**src/rtl/nec_ir_transmitter.sv**
```systemverilog
// NEC IR transmitter: leader, addr/~addr/cmd/~cmd LSB-first, stop burst,
// optional repeat codes, with optional carrier modulation of every burst.
module nec_ir_transmitter #(
  parameter int TICK_DIV    = 22500,
  parameter int CARRIER_DIV = 526,
  parameter bit ACTIVE_LOW  = 1'b0
) (
  input  logic       wb_clk_i,
  input  logic       wb_rst_i,
  input  logic       start_i,
  input  logic [7:0] addr_i,
  input  logic [7:0] cmd_i,
  input  logic       repeat_i,
  input  logic       carrier_en_i,
  output logic       ready_o,
  output logic       busy_o,
  output logic       done_o,
  output logic       ir_o
);
  localparam int PW = (TICK_DIV > 1) ? $clog2(TICK_DIV) : 1;
  localparam int CW = (CARRIER_DIV > 1) ? $clog2(CARRIER_DIV) : 1;
  localparam logic [PW-1:0] TICK_MAX = PW'(TICK_DIV - 1);
  localparam logic [CW-1:0] CAR_MAX = CW'(CARRIER_DIV - 1);
  localparam logic ACT = !ACTIVE_LOW;
  localparam logic IDL = ACTIVE_LOW;
  localparam logic [7:0] PERIOD_LAST = 8'd191;
  localparam logic [7:0] PERIOD_SAT = 8'd192;

  typedef enum logic [3:0] {
    S_IDLE,
    S_LEAD_MARK,
    S_LEAD_SPACE,
    S_BIT_MARK,
    S_BIT_SPACE,
    S_STOP_MARK,
    S_GAP,
    S_REP_MARK,
    S_REP_SPACE,
    S_REP_STOP
  } state_t;

  state_t        state;
  logic [31:0]   sreg;
  logic [5:0]    bits;
  logic [4:0]    dur;
  logic [7:0]    period;
  logic [PW-1:0] presc;
  logic [CW-1:0] car_cnt;
  logic          car_ph;

  logic          tick;
  logic          in_mark;
  logic          car_wrap;
  logic [CW-1:0] car_cnt_n;
  logic          car_ph_n;
  logic          mark_lvl;

  assign ready_o = (state == S_IDLE);
  assign busy_o = ~ready_o;
  assign tick = busy_o && (presc == TICK_MAX);
  assign in_mark = (state == S_LEAD_MARK) || (state == S_BIT_MARK) ||
                   (state == S_STOP_MARK) || (state == S_REP_MARK) ||
                   (state == S_REP_STOP);

  // Carrier phase as it will be in the next cycle if the mark continues.
  assign car_wrap = (car_cnt == CAR_MAX);
  assign car_cnt_n = car_wrap ? '0 : car_cnt + 1'b1;
  assign car_ph_n = car_wrap ? ~car_ph : car_ph;
  assign mark_lvl = (carrier_en_i && !car_ph_n) ? IDL : ACT;

  always_ff @(posedge wb_clk_i) begin
    if (wb_rst_i) begin
      state   <= S_IDLE;
      sreg    <= '0;
      bits    <= '0;
      dur     <= '0;
      period  <= '0;
      presc   <= '0;
      car_cnt <= '0;
      car_ph  <= 1'b0;
      done_o  <= 1'b0;
      ir_o    <= IDL;
    end else begin
      done_o <= 1'b0;
      ir_o   <= in_mark ? mark_lvl : IDL;
      if (in_mark) begin
        car_cnt <= car_cnt_n;
        car_ph  <= car_ph_n;
      end
      if (busy_o) presc <= tick ? '0 : presc + 1'b1;
      if (tick && state != S_GAP) dur <= dur + 1'b1;
      if (tick && period != PERIOD_SAT) period <= period + 1'b1;

      // Mark entries restart the carrier at the active level.
      unique case (state)
        S_IDLE: if (start_i) begin
          sreg    <= {~cmd_i, cmd_i, ~addr_i, addr_i};
          bits    <= '0;
          dur     <= '0;
          presc   <= '0;
          period  <= '0;
          car_cnt <= '0;
          car_ph  <= 1'b1;
          ir_o    <= ACT;
          state   <= S_LEAD_MARK;
        end
        S_LEAD_MARK: if (tick && dur == 5'd15) begin
          dur   <= '0;
          ir_o  <= IDL;
          state <= S_LEAD_SPACE;
        end
        S_LEAD_SPACE: if (tick && dur == 5'd7) begin
          dur     <= '0;
          car_cnt <= '0;
          car_ph  <= 1'b1;
          ir_o    <= ACT;
          state   <= S_BIT_MARK;
        end
        S_BIT_MARK: if (tick) begin
          dur   <= '0;
          ir_o  <= IDL;
          state <= S_BIT_SPACE;
        end
        S_BIT_SPACE: if (tick && dur == (sreg[0] ? 5'd2 : 5'd0)) begin
          sreg    <= sreg >> 1;
          bits    <= bits + 1'b1;
          dur     <= '0;
          car_cnt <= '0;
          car_ph  <= 1'b1;
          ir_o    <= ACT;
          state   <= (bits == 6'd31) ? S_STOP_MARK : S_BIT_MARK;
        end
        S_STOP_MARK: if (tick) begin
          dur   <= '0;
          ir_o  <= IDL;
          state <= S_GAP;
        end
        S_GAP: if (tick && period == PERIOD_LAST) begin
          dur <= '0;
          if (repeat_i) begin
            period  <= '0;
            car_cnt <= '0;
            car_ph  <= 1'b1;
            ir_o    <= ACT;
            state   <= S_REP_MARK;
          end else begin
            done_o <= 1'b1;
            state  <= S_IDLE;
          end
        end
        S_REP_MARK: if (tick && dur == 5'd15) begin
          dur   <= '0;
          ir_o  <= IDL;
          state <= S_REP_SPACE;
        end
        S_REP_SPACE: if (tick && dur == 5'd3) begin
          dur     <= '0;
          car_cnt <= '0;
          car_ph  <= 1'b1;
          ir_o    <= ACT;
          state   <= S_REP_STOP;
        end
        S_REP_STOP: if (tick) begin
          dur   <= '0;
          ir_o  <= IDL;
          state <= S_GAP;
        end
        default: state <= S_IDLE;
      endcase
    end
  end
endmodule

```
**config.mk**
```make
export PLATFORM = sky130hd
export DESIGN_NAME = nec_ir_transmitter
export DESIGN_NICKNAME = d
export VERILOG_FILES = /design/src/rtl/nec_ir_transmitter.sv
export SDC_FILE = /design/constraint.sdc
export NUM_CORES = 1
export LEC_CHECK = 0
export CAP_MARGIN = 20
export CORE_ASPECT_RATIO = 0.7
export CORE_MARGIN = 1.5
export CORE_UTILIZATION = 60
export DETAILED_ROUTE_END_ITERATION = 10
export PLACE_DENSITY = 0.86
export RECOVER_POWER = 50
export SYNTH_ARGS = -nofsm -noshare
export SYNTH_HDL_FRONTEND = slang
export SYNTH_SLANG_ARGS = --single-unit
```
**constraint.sdc**
```tcl
create_clock -name wb_clk_i -period 6.5 [get_ports wb_clk_i]
set_input_delay 1.3 -clock wb_clk_i [delete_from_list [all_inputs] [get_ports wb_clk_i]]
set_output_delay 1.3 -clock wb_clk_i [all_outputs]
set_load 0.005 [all_outputs]
```
# After elaboration in Yosys (flattened, before gate mapping)
# Index checks and enable logic that the tools add are counted.
[classes]
n_bitwise = 6
n_addsub = 5
reduce_logical = 22
mux = 67
eq_ne = 28
[op_table]
columns = ["operator", "count"]
rows = [
  ["2-to-1 mux 10 bit", 8],
  ["2-to-1 mux 32 bit", 2],
  ["case mux 32 bit (2 select lines)", 1],
  ["2-to-1 mux 15 bit", 4],
  ["case mux 10 bit (5 select lines)", 1],
  ["2-to-1 mux 5 bit", 8],
  ["2-to-1 mux 4 bit", 9],
  ["case mux 4 bit (9 select lines)", 1],
  ["case mux 5 bit (7 select lines)", 1],
  ["2-to-1 mux 8 bit", 4],
  ["2-to-1 mux 1 bit", 19],
  ["== test 4 x 3 -> 1 bit, second input constant", 4],
  ["inverter 8 bit", 2],
  ["case mux 8 bit (2 select lines)", 1],
  ["adder 15 x 1 -> 15 bit, second input constant", 1],
  ["== test 15 bit, second input constant", 1],
  ["2-to-1 mux 6 bit", 2],
  ["!= test 2 bit, second input constant", 6],
  ["case mux 6 bit (2 select lines)", 1],
  ["adder 10 x 1 -> 10 bit, second input constant", 1],
  ["== test 10 bit, second input constant", 1],
  ["logical AND 1 bit", 9],
  ["AND reduction 9 bit", 1],
  ["adder 8 x 1 -> 8 bit, second input constant", 1],
  ["26 further kinds", 39],
]
[word_totals]
out_inout_bits = 4
regBits = 83
elab_cells = 138

# Logic depth before layout (Yosys ltp)
# Gate-level depths: netlist (run 1).
[logic_depth]
word_depth = 9
ltp_mapped = 10

# Least setup slack after synthesis (run 1)
# No wires, ideal clock.
[synth_timing]
path_type = "input to register"
start = "input port start_i"
end = "register car_cnt[1]"
path_buffers = 0
path_stages = 6
slack_ps = 3817
setup_time_ps = 149
required_ps = 6351
arrival_ps = 2534
path_cell_list = "nor3b_1 -> a2111oi_0 -> o22ai_1 -> nand3_1 -> o31ai_2 -> a211oi_1"
[synth_via]
elab_chain_len = 2
[synth_rtl]
columns = ["element", "line_no", "text"]
rows = [
  ["start, declared", "10", "input logic start_i,"],
  ["2-to-1 mux 10 bit", "96", "S_IDLE: if (start_i) begin"],
  ["case mux 10 bit (5 select lines)", "95", "unique case (state)"],
  ["end signal, assigned", "87", "car_cnt <= car_cnt_n;"],
  ["end, declared", "48", "logic [CW-1:0] car_cnt;"],
]
# Every way passes these cells.
# A chain may end at the register's enable or synchronous reset.

# Worst setup path after layout (run 1)
[layout_timing]
start = "register state[2]"
end = "register sreg[8]"
[layout_via]
elab_chain_len = 6
[layout_rtl]
columns = ["element", "line_no", "text"]
rows = [
  ["start, declared", "42", "state_t state;"],
  ["start signal, assigned", "131", "state <= (bits == 6'd31) ? S_STOP_MARK : S_BIT_MARK;"],
  ["zero test 4 bit", "58, 95", ""],
  ["inverter 1 bit", "59", "assign busy_o = ~ready_o;"],
  ["logical AND 1 bit", "60", "assign tick = busy_o && (presc == TICK_MAX);"],
  ["logical AND 1 bit", "124", "S_BIT_SPACE: if (tick && dur == (sreg[0] ? 5'd2 : 5'd0)) begin"],
  ["!= test 2 bit (no line)", "--", ""],
  ["AND reduction 3 bit (no line)", "--", ""],
  ["end signal, assigned", "97", "sreg <= {~cmd_i, cmd_i, ~addr_i, addr_i};"],
  ["end signal, assigned", "125", "sreg <= sreg >> 1;"],
  ["end, declared", "43", "logic [31:0] sreg;"],
]
# Several ways; a longest one is shown, not always the timed one.

==> key figures, run 1 <==
Synth
  • Post-synthesis mux area share: 0.2372%
  • Synthesized-area fraction occupied by adder cells: 2.372%
  • Simple-Gate Fraction of Synth Area: 28.08%
  • Post-synthesis compound-gate area fraction: 18.09%
  • Async SR Flop Fraction: 0%
  • Syn Inst Count: 504
  • Xor-xnor portion of the synthesized cell area: 7.473%
  • Top_reg_cell synth: dfxtp_1
  • Largest area contributor in the netlist: dfxtp_1
  • Largest cells by area after synthesis: dfxtp_1 39%, nand2_1 6.5%, nor2_1 6.2%
  • Synthesized cell area: 4219 sq um
  • Yosys warning count: 0
  • Count of different cell masters after synthesis: 64
  • Syn_area_per_cell: 8.371 sq um
  • Register area share after synthesis: 39.38%
  • Main combinational cell family by area after synthesis: simple AND/OR/NAND/NOR gates
  • Top cell type's share of synthesized area: 39.38%
  • Net Count, Synth: 533
  • Seq cells post-synth: 83
  • Number of synthesized flops with an enable pin: 0

Worst hold path
  • Worst hold path type: register to register
  • Worst Hold Depth: 2
  • Worst Hold Launch: sreg[28]

Setup path
  • Worst Path Arrival: 4.66 ns
  • Crit end category: register
  • Worst-case reg-to-reg path depth: 6
  • Worst-path fanout max: 52
  • RR Startpoint: state[2]
  • Data required time of the critical path: 6.77 ns
  • Worst setup startpoint: state[2]
  • Worst Setup Start Kind: register
  • Critical path type: register to register

Timing
  • Final Cycle Share: 67.58%
  • Hold slack final: 0.4581 ns
  • Setup TNS: 0 ns
  • Pins Over Slew Limit: 64
  • Setup violations, final: 0
  • RSZ-0062 raised after global routing: no
  • Period minus WS final: 4.392 ns
  • Fmax: 0.2277 GHz
  • Final Hold Viols: 0
  • Worst Tran Pin Value: 2.005 ns
  • Worst relative slew slack: -33.65%
  • Final Skew: 0.01076 ns

Layout
  • Area Overhead vs Synth: 9.460%
  • Most common cell after layout, fill and taps aside: dfxtp_1
  • Diode count: 0
  • Share of cells above drive strength 1: 6.178%
  • Fin nets: 542
  • Final std cells w/o fill: 612
  • Commonest non-fill, non-tap cells in the layout: 83 x dfxtp_1, 73 x nand2_1, 70 x nor2_1

Routing
  • Drt via density: 6.131
  • Initial DRC Count: 279
  • Routed WL: 9.325 mm
  • ANT nets after route: 0
  • Drt pass-1 iters: 5
  • Drt wl/cell: 15.24 microns
  • DRC: 0
  • Routed via count: 3752

Global routing
  • First-pass GRT wire length: 15.57 mm
  • Vias in the first global route: 3430
  • GRT Resource Usage Total: 25.95%
  • Total congestion overflow: 0
  • Initial antenna violation count: 0
  • Largest net degree at the start of global routing: 53

Power
  • Lkg Pwr: 1.562 nW
  • Worst VDD drop: 0.2299 mV
  • Pwr dens: 340.7 nW/um^2

Place
  • Inst Count DP: 596
  • RD Place Congestion: 0.8816
  • DP HPWL: 6.381 mm
  • IO Port Bufs: 24

Clocking
  • Total CTS buffers: 9
  • Sink Count: 83
  • Max clock buf depth: 2
  • Post_cts resized: 0
  • Hold buffers post-CTS: 0
  • H-tree depth: 3
  • Worst-path clk slew: 0.09 ns
  • CTS tree: yes
  • Clk_lat worst skew: 0.35 ns
  • Post-CTS setup buffers: 0
  • CTS root buf: clkbuf_8

Job
  • Max_cap viols: 2

Floorplanning
  • Initial core utilization: 62.16%
  • Row count: 25
  • Die Wd: 103.2 microns
  • Die area: 7552 sq um
  • Die height: 73.16 microns
  • Core area: 6788 sq um
  • Io pins: 25

Run status
  • Failing checks: max-capacitance violations, max-slew violations
  • Status: complete, but fails checks
flip-flops by register name, summed over array words and instances, names as in the netlist:
| register | cells |
|---|---|
| done_o | 1 |
| car_cnt | 10 |
| bits | 6 |
| dur | 5 |
| car_ph | 1 |
| period | 8 |
| state | 4 |
| sreg | 32 |
| presc | 15 |
| ir_o | 1 |
power by group:
part / total, mW / switching [mW] / internal, mW / leakage [nW]
Combinational: 0.514 / 0.312 / 0.202 / 0.787
Sequential: 0.677 / 0.0916 / 0.585 / 0.676
Clock: 0.383 / 0.191 / 0.191 / 0.0995
Total: 1.57 / 0.595 / 0.979 / 1.56
cell usage after synthesis (2+ instances only):
library cell and number:
xor2_1 21, o32ai_1 2, inv_1 13, nand3b_1 3
a31oi_1 3, a21oi_1 27, or4b_2 3, and3_1 5
nand4b_1 2, nand4_1 12, nor3_1 8, o211ai_1 15
and4_1 5, nor2_1 70, buf_2 9, dfxtp_1 83
nand3_1 18, o21ai_0 8, nor3b_1 3, nor4_1 4
nand2b_1 4, a41oi_1 2, a32o_1 2, o31ai_1 2
ha_1 8, o22ai_1 6, a211oi_1 3, o21a_1 2
nand2_1 73, a311oi_1 19, or4_1 3, or3_1 4
clkbuf_1 15, xnor2_1 15, buf_4 2, nor4bb_1 2
metrics by stage:
stage               cell area (sq um)  util [%]  power [mW]  setup slack [ns]
finish                           4618     68.04       1.574             2.108
global placement                 4456     65.64       1.171             2.938
CTS                              4664     68.72       1.582             2.751
detailed placement               4456     65.64       1.198             2.853
global route                     4618     68.04       1.666             1.710
floorplan                        4219         -       1.074             3.817
final timing paths:
kind / slack, ns / endpoint
worst max-delay path: 2.11 / sreg[8]
worst min-delay path: 0.46 / sreg[28]
worst max register to register: 2.11 / sreg[8]
worst min register to register: 0.46 / sreg[28]
critical path, cell delays in order (launching register included):
cell,delay (ns)
dfxtp_1,0.79
nor4b_4,0.94
nand3_1,0.29
o31ai_4,0.23
clkbuf_1,1.46
o211ai_1,0.32
a21oi_1,0.26
kinds of logic (layout without fill, tap and decap cells):
group                    after synthesis  in the layout
AO/OA/AOI/OAI                        102            102
buffers and inverters                 42             56
XOR/XNOR                              36             36
multiplexers                           1              1
adder cells (fa/ha/maj)                8              8
flip-flops                            83             83
AND/OR/NAND/NOR                      232            232
layer usage:
| metal | wire, microns | track usage (%) | vias to the layer above |
|---|---|---|---|
| met1 | 4278 | 34.75 | 1777 |
| met2 | 4311 | 42.47 | 116 |
| li1 | - | - | 1841 |
| met5 | 0 | 0 | - |
| met3 | 592 | 5.843 | 18 |
| met4 | 143 | 7.057 | 0 |
cell type report:
type | count | area, sq um
Fill cell | 553 | 2170
Timing Repair Buffer | 26 | 246.5
Inverter | 14 | 52.55
Multi-Input combinational cell | 379 | 2331
Sequential cell | 83 | 1662
Clock inverter | 6 | 71.32
Tap cell | 94 | 117.6
Clock buffer | 10 | 137.6
Power figures use the tool's default switching activity.
==> inputs of run 2 (changes only) <==
--- a/config.mk
+++ b/config.mk
@@ -8,9 +8,9 @@
 export CAP_MARGIN = 20
 export CORE_ASPECT_RATIO = 0.7
 export CORE_MARGIN = 1.5
-export CORE_UTILIZATION = 60
+export CORE_UTILIZATION = 54
 export DETAILED_ROUTE_END_ITERATION = 10
-export PLACE_DENSITY = 0.86
+export PLACE_DENSITY = 0.82
 export RECOVER_POWER = 50
 export SYNTH_ARGS = -nofsm -noshare
 export SYNTH_HDL_FRONTEND = slang
==> constraint.sdc (replaced) <==
create_clock -name wb_clk_i -period 3.6 [get_ports wb_clk_i]
set_input_delay 0.72 -clock wb_clk_i [delete_from_list [all_inputs] [get_ports wb_clk_i]]
set_output_delay 0.72 -clock wb_clk_i [all_outputs]
set_load 0.005 [all_outputs]
==> key figures, run 2 (same netlist as run 1, synthesis figures left out) <==
Timing
  • Pins Over Slew Limit: 0
  • Final Cycle Share: 90.22%
  • RSZ-0062 raised after global routing: no
  • Setup violations, final: 0
  • Period minus WS final: 3.248 ns
  • Worst Tran Pin Value: 0.8741 ns
  • Setup TNS: 0 ns
  • Fmax: 0.3079 GHz
  • Worst relative slew slack: 41.65%
  • Final Hold Viols: 0
  • Final Skew: 0.008990 ns

Layout
  • Top flop regs: sreg (32), presc (15), car_cnt (10)
  • Area Overhead vs Synth: 11.06%
  • Diode count: 0
  • Utilization after layout: 63.17%
  • Largest register FFs: 32
  • Fin nets: 545
  • Reg with most FFs: sreg
  • Commonest non-fill, non-tap cells in the layout: 83 x dfxtp_1, 73 x nand2_1, 70 x nor2_1
  • Final std cells w/o fill: 619
  • Most common cell after layout, fill and taps aside: dfxtp_1
  • Share of cells above drive strength 1: 7.102%

Worst hold path
  • Worst hold path type: register to register
  • Worst Hold Depth: 2
  • Hold Path Sink: sreg[24]
  • Worst Hold Launch: sreg[24]

Global routing
  • Initial antenna violation count: 0
  • First-pass GRT wire length: 15.89 mm
  • GRT Resource Usage Total: 23.89%
  • Vias in the first global route: 3388
  • Largest net degree at the start of global routing: 53
  • Total congestion overflow: 0

Floorplanning
  • Row count: 26
  • Die height: 76.96 microns
  • Die Wd: 108.6 microns
  • Die area: 8361 sq um
  • Core area: 7417 sq um
  • Io pins: 25
  • Initial core utilization: 56.88%

Setup path
  • Setup slack, reg-to-reg: 0.47 ns
  • Worst-path fanout max: 25
  • Critical Path Max Stage Delay: 0.78 ns
  • Crit path depth: 3
  • CP delay by family, top: buffers and inverters
  • RR Startpoint: state[1]
  • Worst-case reg-to-reg path depth: 7
  • R2r endpoint: state[3]
  • Critical path buffers and inverters: 2
  • Crit end category: output port
  • Worst Path Arrival: 2.53 ns
  • Critical path's slowest cell: or4_1
  • Critical path type: register to output port
  • CP Cell Sequence: or4_1 > inv_1 > clkdlybuf4s50_1
  • Data required time of the critical path: 2.88 ns
  • Worst Setup Start Kind: register

Power
  • Sequential share of power: 41.9%
  • Switching Share: 36.82%
  • Post-layout power: 2.905 mW
  • Worst VDD drop: 0.3172 mV
  • Combinational fraction of design power: 32.0%
  • Clk pwr share: 26.1%
  • Pwr dens: 620.0 nW/um^2
  • Lkg Pwr: 1.595 nW
  • Cell Int Power: 1.836 mW
  • P_sw: 1.070 mW

Clocking
  • Post_cts resized: 0
  • CTS tree: yes
  • CTS root buf: clkbuf_8
  • H-tree depth: 3
  • Clk_lat worst skew: 0.36 ns
  • Hold buffers post-CTS: 0
  • Post-CTS setup buffers: 0
  • Max clock buf depth: 2
  • Worst-path clk slew: 0.08 ns
  • Total CTS buffers: 9
  • Sink Count: 83

Place
  • IO Port Bufs: 24
  • RD Place Congestion: 0.8812
  • DP HPWL: 6.375 mm
  • Inst Count DP: 603

Routing
  • DRC: 0
  • Drt via density: 6.071
  • Drt pass-1 iters: 5
  • Initial DRC Count: 307
  • Drt wl/cell: 15.16 microns
  • Routed via count: 3758
  • ANT nets after route: 0
  • Routed WL: 9.381 mm

Job
  • Max_cap viols: 0

Run status
  • Status: finished clean
[run 2: cell count changes in the layout (fill, tap and decap cells not counted), sizes merged]
cell / change
bufinv: +1
inv: -1
buf: +4
clkinvlp: -1
[run 2: worst max-delay path by stage]
stage	start	slack, ns	to
after floorplan	dur[0]	1.27	state[3]
after global placement	start_i	0.59	car_cnt[8]
after detailed placement	start_i	0.47	car_cnt[3]
after CTS	state[1]	0.41	ready_o
after global routing	state[1]	0.21	car_cnt[9]
final	state[1]	0.35	ready_o
[run 2: cell type report]
class | instances | area, sq um
fill | 625 | 2731
multi-input combinational | 379 | 2352
sequential | 83 | 1662
timing repair buffer | 29 | 270.3
clock buffer | 11 | 141.4
tap | 98 | 122.6
clock inverter | 5 | 85.08
inverter | 14 | 52.55
[run 2: power groups by stage]
stage	registers [mW]	logic (mW)	clock network [mW]
floorplan	1.15	0.792	0
global placement	1.23	0.896	0
detailed placement	1.24	0.926	0
CTS	1.22	0.929	0.772
global route	1.24	1.04	0.810
finish	1.22	0.931	0.758
[run 2: layer usage]
metal / vias to the layer above / track usage [%] / wire length (microns)
met1: 1763 / 33.74 / 4460
li1: 1843 / - / -
met5: - / 0 / 0
met2: 138 / 35.47 / 4159
met3: 14 / 6.207 / 652
met4: 0 / 7.368 / 108
[run 2: worst min-delay path, cell delays in order (launching register included)]
cell and delay (ns):
dfxtp_1 0.32, nand2_1 0.05, a21oi_1 0.05
[run 2: stage by stage]
stage / cell area, sq um / setup WS [ns] / hold WS [ns]
3_3_place_gp: 4483 / 0.5892 / 0.4391
6_report: 4686 / 0.3522 / 0.4544
5_1_grt: 4686 / 0.2105 / 0.4818
2_1_floorplan: 4219 / 1.273 / 0.4321
4_1_cts: 4710 / 0.4114 / 0.4555
3_5_place_dp: 4483 / 0.4682 / 0.4434
==> inputs of run 3 (changes only) <==
--- a/config.mk
+++ b/config.mk
@@ -6,11 +6,11 @@
 export NUM_CORES = 1
 export LEC_CHECK = 0
 export CAP_MARGIN = 20
-export CORE_ASPECT_RATIO = 0.7
 export CORE_MARGIN = 1.5
-export CORE_UTILIZATION = 54
+export CORE_UTILIZATION = 51
 export DETAILED_ROUTE_END_ITERATION = 10
-export PLACE_DENSITY = 0.82
+export GPL_TIMING_DRIVEN = 0
+export PLACE_DENSITY = 0.79
 export RECOVER_POWER = 50
 export SYNTH_ARGS = -nofsm -noshare
 export SYNTH_HDL_FRONTEND = slang
==> key figures, run 3 (same netlist as run 1, synthesis figures left out) <==
Floorplanning
  • Io pins: 25
  • Row count: 32
  • Die area: 8828 sq um
  • Die Wd: 93.96 microns
  • Initial core utilization: 53.76%
  • Core area: 7848 sq um
  • Die height: 93.96 microns

Setup path
  • Worst-path fanout max: 10
  • Worst-case reg-to-reg path depth: 8
  • Worst Path Arrival: 2.36 ns
  • Worst Setup Start Kind: register
  • Data required time of the critical path: 2.88 ns
  • Crit end category: output port
  • Critical path type: register to output port

Routing
  • Drt wl/cell: 14.86 microns
  • Routed via count: 3802
  • Routed WL: 9.597 mm
  • DRC: 0
  • Initial DRC Count: 191
  • Drt pass-1 iters: 5
  • Drt via density: 5.885
  • ANT nets after route: 0

Timing
  • Fmax: 0.3249 GHz
  • Final Cycle Share: 85.50%
  • RSZ-0062 raised after global routing: no
  • Setup violations, final: 0
  • Worst Tran Pin Value: 1.168 ns
  • Final Skew: 0.008955 ns
  • Worst relative slew slack: 21.27%
  • Final WS setup: 0.5219 ns
  • Pins Over Slew Limit: 0
  • Period minus WS final: 3.078 ns
  • Setup TNS: 0 ns
  • Final Hold Viols: 0

Global routing
  • Vias in the first global route: 3636
  • Initial antenna violation count: 0
  • First-pass GRT wire length: 16.24 mm
  • GRT Resource Usage Total: 23.18%
  • Total congestion overflow: 0
  • Largest net degree at the start of global routing: 16

Layout
  • Final Cell Area: 4731 sq um
  • Share of cells above drive strength 1: 7.537%
  • Area Overhead vs Synth: 12.13%
  • Largest register FFs: 32
  • Diode count: 0
  • # fillers: 733
  • Commonest non-fill, non-tap cells in the layout: 83 x dfxtp_1, 73 x nand2_1, 70 x nor2_1
  • Top flop regs: sreg (32), presc (15), car_cnt (10)
  • Most common cell after layout, fill and taps aside: dfxtp_1
  • Fin nets: 568
  • Reg with most FFs: sreg

Place
  • DP HPWL: 6.845 mm
  • IO Port Bufs: 24
  • RD Place Congestion: 0.8801
  • Placed cell areas: 4587 sq um
  • Place WS: 0.4466 ns

Clocking
  • Total CTS buffers: 9
  • Post-CTS setup buffers: 0
  • Worst-path clk slew: 0.09 ns
  • Post_cts resized: 0
  • Hold buffers post-CTS: 0
  • Clk_lat worst skew: 0.36 ns
  • CTS root buf: clkbuf_8
  • Max clock buf depth: 2
  • CTS tree: yes
  • Sink Count: 83
  • H-tree depth: 3

Job
  • Max_cap viols: 0

Power
  • Worst VDD drop: 0.3252 mV
  • Lkg Pwr: 1.623 nW
  • Pwr dens: 603.7 nW/um^2

Worst hold path
  • Worst hold path type: register to register
  • Worst Hold Depth: 2

Run status
  • Status: finished clean
## run 3: critical path, stage by stage (launching register included)
cell             delay, ns
dfxtp_1               0.32
clkbuf_1              0.20
or4_1                 0.55
clkbuf_1              0.25
inv_2                 0.18
clkdlybuf4s50_1       0.52
## run 3: worst paths after layout
kind	from	end	slack (ns)
max reg2reg	state[3]	sreg[19]	0.53
min	sreg[29]	sreg[29]	0.46
max	state[3]	ready_o	0.52
min reg2reg	sreg[29]	sreg[29]	0.46
## run 3: report_power, final
part           total, mW  internal [mW]  leakage (nW)  switching (mW)
logic               1.07          0.407         0.856           0.660
clock network      0.638          0.277        0.0908           0.362
registers           1.15           1.06         0.676          0.0942
total               2.86           1.74          1.62            1.12
## run 3: cell type report
class / count / area [sq um] / area share (%)
inverters: 14 / 52.55 / 1.111
well taps: 102 / 127.6 / 2.698
clock buffers: 10 / 137.6 / 2.909
flip-flops and latches: 83 / 1662 / 35.12
clock inverters: 6 / 48.80 / 1.031
repair buffers: 24 / 240.2 / 5.078
plain buffers: 28 / 126.4 / 2.671
multi-input cells: 379 / 2336 / 49.38
## run 3: per-layer routing
metal,vias to the layer above,part of all wire (%),global-route usage [%]
met1,1792,46,30.09
li1,1886,-,-
met5,-,0,0
met2,105,46,37.44
met4,0,2.2,9.826
met3,19,5.4,4.612
## run 3: per-stage QoR
| step | instances | utilization, % | hold WS (ns) | power, mW |
|---|---|---|---|---|
| 2_1_floorplan | 504 | - | 0.4321 | 1.939 |
| 3_3_place_gp | 630 | 58.45 | 0.4389 | 2.206 |
| 3_5_place_dp | 630 | 58.45 | 0.4464 | 2.237 |
| 4_1_cts | 646 | 60.83 | 0.4603 | 2.876 |
| 5_1_grt | 646 | 60.28 | 0.4714 | 3.042 |
| 6_report | 646 | 60.28 | 0.4597 | 2.856 |
